## src/rtl/semaforo_pkg.sv

```systemverilog
// semaforo_pkg: shared types and default timing for the
// multi-approach traffic-light controller.
package semaforo_pkg;

    typedef enum logic [1:0] {
        TODOS_VERM = 2'b00,
        VERDE      = 2'b01,
        AMARELO    = 2'b10,
        PISCA      = 2'b11
    } estado_t;

    localparam int unsigned T_VERDE_MIN_DEF = 250_000_000;
    localparam int unsigned T_VERDE_MAX_DEF = 750_000_000;
    localparam int unsigned T_AMARELO_DEF   = 50_000_000;
    localparam int unsigned T_VERMELHO_DEF  = 25_000_000;
    localparam int unsigned T_PISCA_DEF     = 25_000_000;

endpackage

```

## src/rtl/seletor_rr.sv

```systemverilog
// seletor_rr: combinational round-robin picker; returns the first
// requesting approach found searching cyclically from base.
module seletor_rr #(
    parameter int N_VIAS = 2
) (
    input  logic [N_VIAS-1:0]         pedido,
    input  logic [$clog2(N_VIAS)-1:0] base,
    output logic                      valido,
    output logic [$clog2(N_VIAS)-1:0] indice
);

    localparam int IW = $clog2(N_VIAS);

    // scan offsets from farthest to nearest so the nearest hit wins
    always_comb begin
        int j;
        j      = 0;
        valido = |pedido;
        indice = base;
        for (int k = N_VIAS - 1; k >= 0; k--) begin
            j = int'(base) + k;
            if (j >= N_VIAS) j = j - N_VIAS;
            if (pedido[IW'(j)]) indice = IW'(j);
        end
    end

endmodule

```

## src/rtl/semaforo_multifase.sv

```systemverilog
// semaforo_multifase: round-robin traffic-light controller for
// N_VIAS approaches with actuated/fixed modes and night flashing.
module semaforo_multifase
    import semaforo_pkg::*;
#(
    parameter int          N_VIAS      = 2,
    parameter int          CW          = 32,
    parameter int unsigned T_VERDE_MIN = T_VERDE_MIN_DEF,
    parameter int unsigned T_VERDE_MAX = T_VERDE_MAX_DEF,
    parameter int unsigned T_AMARELO   = T_AMARELO_DEF,
    parameter int unsigned T_VERMELHO  = T_VERMELHO_DEF,
    parameter int unsigned T_PISCA     = T_PISCA_DEF
) (
    input  logic                      clk,
    input  logic                      res,
    input  logic [N_VIAS-1:0]         car,
    input  logic                      modo,
    input  logic                      pisca,
    output logic [N_VIAS-1:0]         verde,
    output logic [N_VIAS-1:0]         amarelo,
    output logic [N_VIAS-1:0]         vermelho,
    output logic [$clog2(N_VIAS)-1:0] via_ativa
);

    localparam int IW = $clog2(N_VIAS);

    localparam logic [CW-1:0] FIM_VM  = CW'(T_VERMELHO - 1);
    localparam logic [CW-1:0] FIM_AM  = CW'(T_AMARELO - 1);
    localparam logic [CW-1:0] MIN_VD  = CW'(T_VERDE_MIN - 1);
    localparam logic [CW-1:0] MAX_VD  = CW'(T_VERDE_MAX - 1);
    localparam logic [CW-1:0] FIM_PS  = CW'(T_PISCA - 1);

    estado_t           estado_q, estado_d;
    logic [CW-1:0]     cnt_q, cnt_d;
    logic [N_VIAS-1:0] pedido_q, pedido_d;
    logic [IW-1:0]     via_q, via_d;
    logic              flag_q, flag_d;

    logic [IW-1:0]     prox;
    logic [N_VIAS-1:0] ativa_oh;
    logic [N_VIAS-1:0] mascara;
    logic              outros;
    logic              entra_verde;
    logic              rr_valido;
    logic [IW-1:0]     rr_indice;

    assign prox     = (via_q == IW'(N_VIAS - 1)) ? '0 : via_q + IW'(1);
    assign ativa_oh = N_VIAS'(1) << via_q;
    assign outros   = |(pedido_q & ~ativa_oh);

    assign entra_verde = (estado_q == TODOS_VERM) && (estado_d == VERDE);

    seletor_rr #(
        .N_VIAS (N_VIAS)
    ) u_rr (
        .pedido (pedido_q),
        .base   (prox),
        .valido (rr_valido),
        .indice (rr_indice)
    );

    // state, phase counter, request latches and flash flag
    always_ff @(posedge clk or posedge res) begin
        if (res) begin
            estado_q <= TODOS_VERM;
            cnt_q    <= '0;
            pedido_q <= '0;
            via_q    <= IW'(N_VIAS - 1);
            flag_q   <= 1'b0;
        end else begin
            estado_q <= estado_d;
            cnt_q    <= cnt_d;
            pedido_q <= pedido_d;
            via_q    <= via_d;
            flag_q   <= flag_d;
        end
    end

    // next phase; night mode overrides everything
    always_comb begin
        estado_d = estado_q;
        if (pisca) begin
            estado_d = PISCA;
        end else begin
            unique case (estado_q)
                TODOS_VERM: if (cnt_q == FIM_VM) estado_d = VERDE;
                VERDE: begin
                    if (modo) begin
                        if (cnt_q == MAX_VD) estado_d = AMARELO;
                    end else if (outros && cnt_q >= MIN_VD) begin
                        estado_d = AMARELO;
                    end
                end
                AMARELO:    if (cnt_q == FIM_AM) estado_d = TODOS_VERM;
                PISCA:      estado_d = TODOS_VERM;
            endcase
        end
    end

    // counter, winner selection, request latching and flash toggle
    always_comb begin
        cnt_d = cnt_q + CW'(1);
        if (estado_d != estado_q) begin
            cnt_d = '0;
        end else if (estado_q == VERDE && cnt_q == MAX_VD) begin
            cnt_d = cnt_q;
        end else if (estado_q == PISCA && cnt_q >= FIM_PS) begin
            cnt_d = '0;
        end

        via_d = via_q;
        if (entra_verde) begin
            if (rr_valido)  via_d = rr_indice;
            else if (modo)  via_d = prox;
        end

        mascara  = (estado_q == VERDE) ? ativa_oh : '0;
        pedido_d = pedido_q | (car & ~mascara);
        if (entra_verde) pedido_d = pedido_d & ~(N_VIAS'(1) << via_d);

        flag_d = 1'b0;
        if (estado_d == PISCA) begin
            if (estado_q != PISCA)    flag_d = 1'b1;
            else if (cnt_q >= FIM_PS) flag_d = ~flag_q;
            else                      flag_d = flag_q;
        end
    end

    // Moore lamp decode from the registered phase
    always_comb begin
        verde    = '0;
        amarelo  = '0;
        vermelho = '0;
        unique case (estado_q)
            TODOS_VERM: vermelho = '1;
            VERDE: begin
                verde    = ativa_oh;
                vermelho = ~ativa_oh;
            end
            AMARELO: begin
                amarelo  = ativa_oh;
                vermelho = ~ativa_oh;
            end
            PISCA: amarelo = {N_VIAS{flag_q}};
        endcase
    end

    assign via_ativa = via_q;

endmodule

```

## config.mk

```make
export PLATFORM = sky130hd
export DESIGN_NAME = semaforo_multifase
export DESIGN_NICKNAME = d
export VERILOG_FILES = /design/src/rtl/semaforo_pkg.sv /design/src/rtl/seletor_rr.sv /design/src/rtl/semaforo_multifase.sv
export SDC_FILE = /design/constraint.sdc
export NUM_CORES = 1
export LEC_CHECK = 0
export ABC_AREA = 1
export BUFFER_PORTS_ARGS = -buffer_cell sky130_fd_sc_hd__buf_4
export CAP_MARGIN = 5
export CORE_MARGIN = 1.5
export CORE_UTILIZATION = 55
export DETAILED_ROUTE_END_ITERATION = 8
export PLACE_DENSITY = 0.75
export RECOVER_POWER = 100
export SYNTH_ARGS = -nofsm -noshare
export SYNTH_HDL_FRONTEND = slang
export SYNTH_SLANG_ARGS = --single-unit
```

## constraint.sdc

```tcl
create_clock -name clk -period 2 [get_ports clk]
set_input_delay 0.3 -clock clk [delete_from_list [all_inputs] [get_ports clk]]
set_output_delay 0.3 -clock clk [all_outputs]
set_load 0.01 [all_outputs]
```

# [Word level (Yosys, flattened, before mapping)]
# Index checks and enable logic that the tools add are counted.
[op_classes] n_mux=29 n_lt_le_gt_ge=6 add_sub_neg=5 n_shift=2 reduce_logical=8 bitwise=8 n_eq_ne=12
[op_table] op="$mux W32" count=3
[op_table] op="$add A32 B1 Y32 const B" count=1
[op_table] op="$eq A32 B25 Y1 const B" count=1
[op_table] op="$eq A32 B26 Y1 const B" count=1
[op_table] op="$eq A32 B30 Y1 const B" count=1
[op_table] op="$ge A32 B25 Y1 const B" count=1
[op_table] op="$ge A32 B28 Y1 const B" count=1
[op_table] op="$mux W2" count=8
[op_table] op="$mux W1" count=15
[op_table] op="$pmux W2 S2" count=2
[op_table] op="$pmux W2 S4" count=1
[op_table] op="$and A2 B2 Y2" count=3
[op_table] op="$eq A2 B2 Y1 const B" count=3
[op_table] op="$lt A1 B3 Y1 const B" count=2
[op_table] op="$not A2 Y2" count=3
[op_table] op="$reduce_or A2 Y1" count=3
[op_table] op="$eq A2 B1 Y1 const B" count=2
[op_table] op="$logic_and A1 B1 Y1" count=4
[op_table] op="$ne A2 B2 Y1 const B" count=2
[op_table] op="$shl A1 B1 Y2 const A" count=2
[op_table] op="$ne A3 B2 Y1 const B" count=1
[op_table] op="$add A1 B1 Y2 const B" count=1
[op_table] op="$ge A1 B2 Y1 const B" count=1
[op_table] op="$ge A2 B2 Y1 const B" count=1
[op_table] op="6 further kinds" count=7
[totals] register_bits=38 inputBits=6

# [Depth between registers and ports, before layout]
[logic_depth] word_depth=16 depth_mapped=18 depth_no_buf=18

# [By module]
# From an unflattened synthesis, not the netlist that was laid out.
[unflattened] hier_cells=466 area_unflattened_um2=2987.9
[by_module_without_submodules] module="semaforo_multifase" area_per_inst_um2=2969.1 seq_area_each_um2=952.2 n_inst=1 cells_each=462
[by_module_without_submodules] module="seletor_rr" area_per_inst_um2=18.8 seq_area_each_um2=0.0 n_inst=1 cells_each=4

# [Worst setup path after synthesis]
# OpenSTA, ideal clock, no wires.
[synth_path] path_type="register to register" start="reg cnt_q[0]" end="reg cnt_q[20]" t_arrival_ps=1834 path_stages_with_launch=18 slack_ps=95 cell_sequence="dfrtp_1 -> ha_1 -> nand3_1 -> inv_1 -> nand2_2 -> nand2_1 -> nand2_1 -> nand2_1 -> nand2_1 -> nand2_1 -> nand2_1 -> nand2_1 -> nand2_2 -> nand3_2 -> nand2_2 -> nand4_4 -> buf_6 -> nor2_1"
[synth_between] elab_chain_cells=8
[synth_lines] element="start, declared" line="semaforo_multifase.sv:34" text="logic [CW-1:0] cnt_q, cnt_d;"
[synth_lines] element="start signal, assigned" line="semaforo_multifase.sv:72" text="cnt_q <= cnt_d;"
[synth_lines] element="$ge A32 B28 Y1" line="semaforo_multifase.sv:90" text="end else if (outros && cnt_q >= MIN_VD) begin"
[synth_lines] element="$logic_and A1 B1 Y1" line="semaforo_multifase.sv:90"
[synth_lines] element="$mux W2" line="semaforo_multifase.sv:90"
[synth_lines] element="$mux W2" line="semaforo_multifase.sv:88" text="if (modo) begin"
[synth_lines] element="$pmux W2 S4 *" line="semaforo_multifase.sv:85" text="unique case (estado_q)"
[synth_lines] element="$mux W2 *" line="semaforo_multifase.sv:82" text="if (pisca) begin"
[synth_lines] element="named net estado_d[1]" line="semaforo_multifase.sv:33" text="estado_t estado_q, estado_d;"
[synth_lines] element="$ne A2 B2 Y1 *" line="semaforo_multifase.sv:103" text="if (estado_d != estado_q) begin"
[synth_lines] element="$ne A2 B2 Y1 (no source line) / $mux W32 (equally long branches)"
# Mark *: on every way through the listed nets, which the timed path passes. The rest lies on a longest branch. The select of a mux whose other input is x is not followed.
# A chain may end at the register's enable or synchronous reset.

# [Worst setup path in the final report]
[layout_path] start="reg cnt_q[0]" end="reg cnt_q[29]"
[layout_between] elab_chain_cells=8
[layout_lines] element="$ge A32 B28 Y1" line="semaforo_multifase.sv:90"
[layout_lines] element="$logic_and A1 B1 Y1" line="semaforo_multifase.sv:90"
[layout_lines] element="$mux W2" line="semaforo_multifase.sv:90"
[layout_lines] element="$mux W2" line="semaforo_multifase.sv:88"
[layout_lines] element="$pmux W2 S4" line="semaforo_multifase.sv:85"
[layout_lines] element="$mux W2" line="semaforo_multifase.sv:82"
[layout_lines] element="$ne A2 B2 Y1" line="semaforo_multifase.sv:103"
[layout_lines] element="$ne A2 B2 Y1 (no source line) / $mux W32 (equally long branches)"
# Parallel ways exist; a longest one is shown, timed or not. The select of a mux whose other input is x is not followed.

==> reports/metrics.cfg <==
[run_status]
status = finished with violations
violations = negative setup slack

[yosys]
syn-num-nets = 459
synth_flop_cell = dfrtp_1
avgSynthCellArea_sq_um = 6.61
yosysTopAreaCell = dfrtp_1
async_reset_ff_share_pct = 100
postSynthCellCount = 448
synthTopCellsByArea = dfrtp_1 31%, nor2_1 11%, nand2_1 10%
ys_ff_latch = 38
yosysMostFrequentCell = nor2_1
synth_seq_area_share_pct = 32.1
synth_top_area_share_pct = 31.3
synth-edff-count = 0
synth.distinct_cells = 35
yosys-top-cells-count = 88 x nor2_1, 81 x nand2_1, 60 x inv_1, 37 x dfrtp_1, 27 x nand3_1
syn_area_sq_um = 2960
yosys_warnings = 0

[clock_network]
cts_buffers = 5
clk_path_buf_depth = 2
cts_tree = yes
clockRootBuffer = clkbuf_8
clkLatencyLatePin_ns = 0.30
cts.sinks = 38
clk_pin_slew_ns = 0.09
htreeDepth = 2

[finish]
antenna_cells = 0
area_growth_pct = 39.4
nets = 546
fin_util_pct = 80.3
fin_area_sq_um = 4130
final_layout_size_suffix_gt1_share_pct = 35.3

[timing]
worst_pin_slew_ns = 0.965
setup_viol = 35
fin_crit_ns = 2.23
rsz0062_at_grt = yes
finalHoldViolations = 0
finalCritPeriodShare_pct = 112
max_slew_margin_pct = 35.7
maxSlewViolCount = 0
hold_ws_ns = 0.294
skew_ns = 0.0147
max_freq_mhz = 448
worst_slack_ns = -0.232

[global_routing]
grt_max_degree = 39
antenna_found_initial = 0
grt_pass1_wl_mm = 17.1
overflow = 0
track_usage_pct = 37.2
grt_pass1_vias = 3498

[placement]
io_buffers = 12
hpwl_mm = 6.97
place_ws_ns = -0.160
place.gp.congestion = 0.986
place_area_sq_um = 3580

[drt]
dr.pass1.iters = 8
detail-route-antenna-nets = 0
drtIter0Drc = 475
wl_mm = 10.5
dr_total_vias = 3556
wire_per_inst_um = 17.4
drc = 0
vias_per_cell = 5.87

[worst_setup_path]
required_ns = 2.20
crit_type = flop to flop
worstPathMaxFanout = 3
crit_path_end_kind = flop
crit_arrival_ns = 2.43
critPathLaunchType = flop

[power_and_ir_drop]
irDropWorstVdd_mv = 0.666
leakagePower_nw = 1.82
power.total_mw = 2.65
power_density_nw_per_um2 = 641

[floorplanning]
row_count = 26
initial_core_util_pct = 57.6
fp.dieW_um = 76.4
io_pins = 13
core_region_area_sq_um = 5140
die_area_sq_um = 5840
die_h_um = 76.4

[hold_path]
hold_path_class = input pin to asynchronous set/reset pin

[job]
maxCapViolations = 0

## stage by stage
| stage | cells | TNS, ns |
|---|---|---|
| after CTS | 606 | -3.28 |
| final | 606 | -6.10 |
| after global routing | 606 | -12.20 |
| after detailed placement | 584 | -4.76 |
| after global placement | 584 | -2.56 |
| after floorplan | 448 | 0 |
## cell type report
cell class,count,area [sq um]
multi-input cells,340,1940
fillers,354,1010
flip-flops and latches,38,958
repair buffers,90,810
inverters,60,225
well taps,70,87.6
clock buffers,5,68.8
clock inverters,3,40.0
## cells by family after synthesis
logic type	after synthesis	share of synthesized area (%)
simple gates	268	42.2
flops	38	32.1
buf+inv	70	10.1
fa+ha+maj	5	2.11
xor+xnor	8	2.36
compound gates	59	11.1
## power by group
group / switching, mW / internal, mW
Clock: 0.303 / 0.368
Combinational: 0.542 / 0.534
Sequential: 0.0703 / 0.829
## repair_timing
action | 4_1_cts | 5_1_grt
cloned | 2 | 1
resized for setup | 64 | 13
endpoints found under the setup margin | 37 | 41
buffers inserted | 12 | 2
pin swaps | 6 | 0
hold buffers | 0 | 0
## worst max-delay path, cell delays in order (launching register included)
cell	delay (ns)
dfrtp_1	0.38
buf_4	0.13
nand3_1	0.09
nor2_1	0.15
nand2_1	0.14
nor2_4	0.12
nand3_2	0.11
nor2_4	0.11
nand4_1	0.21
nor3_2	0.28
nand3_1	0.13
nand3_1	0.12
nand2_1	0.07
inv_1	0.06
nor2_1	0.04
## path summary, 6_finish.rpt
check / cells after the start / slack, ns / end / startpoint
worst max-delay path: 14 / -0.23 / cnt_q[29] / cnt_q[0]
worst min-delay path: 3 / 0.29 / estado_q[0] / res
worst max register to register: 14 / -0.23 / cnt_q[29] / cnt_q[0]
worst min register to register: 3 / 0.60 / flag_q / flag_q
max in group asynchronous: 3 / 1.02 / cnt_q[13] / res
min in group clk: 3 / 0.30 / pedido_q[0] / car[0]
## per-layer routing
layer / vias up / share of wire (%) / track usage [%]
met5: - / 0 / 0
met4: 0 / 6.7 / 13.9
met3: 81 / 11 / 6.95
met2: 240 / 43 / 57.2
met1: 1612 / 39 / 52.2
li1: 1623 / - / -
## flip-flops by register name, summed over array words and instances (netlist names)
| name | count |
|---|---|
| via_ativa | 1 |
| flag_q | 1 |
| pedido_q | 2 |
| estado_q | 2 |
| cnt_q | 32 |
## cells in the final DEF (no fill, tap or decap), types with 5 or more instances in the layout
cell,netlist,final
nand2_1,81,78
buf_4,2,75
nor2_1,88,60
inv_1,60,56
dfrtp_1,37,32
nor2_2,12,28
nand3_1,27,24
a21oi_1,25,22
o21ai_0,19,17
nand4_1,16,16
nor2_4,3,15
nor3_1,17,12
nand2_2,7,9
a31oi_1,7,7
nor3_2,1,6
or2_2,6,6
xor2_1,6,6
nand3_2,3,5
clkbuf_8,0,5
dfrtp_2,0,5
buf_12,0,5
(Power assumes the default switching activity.)
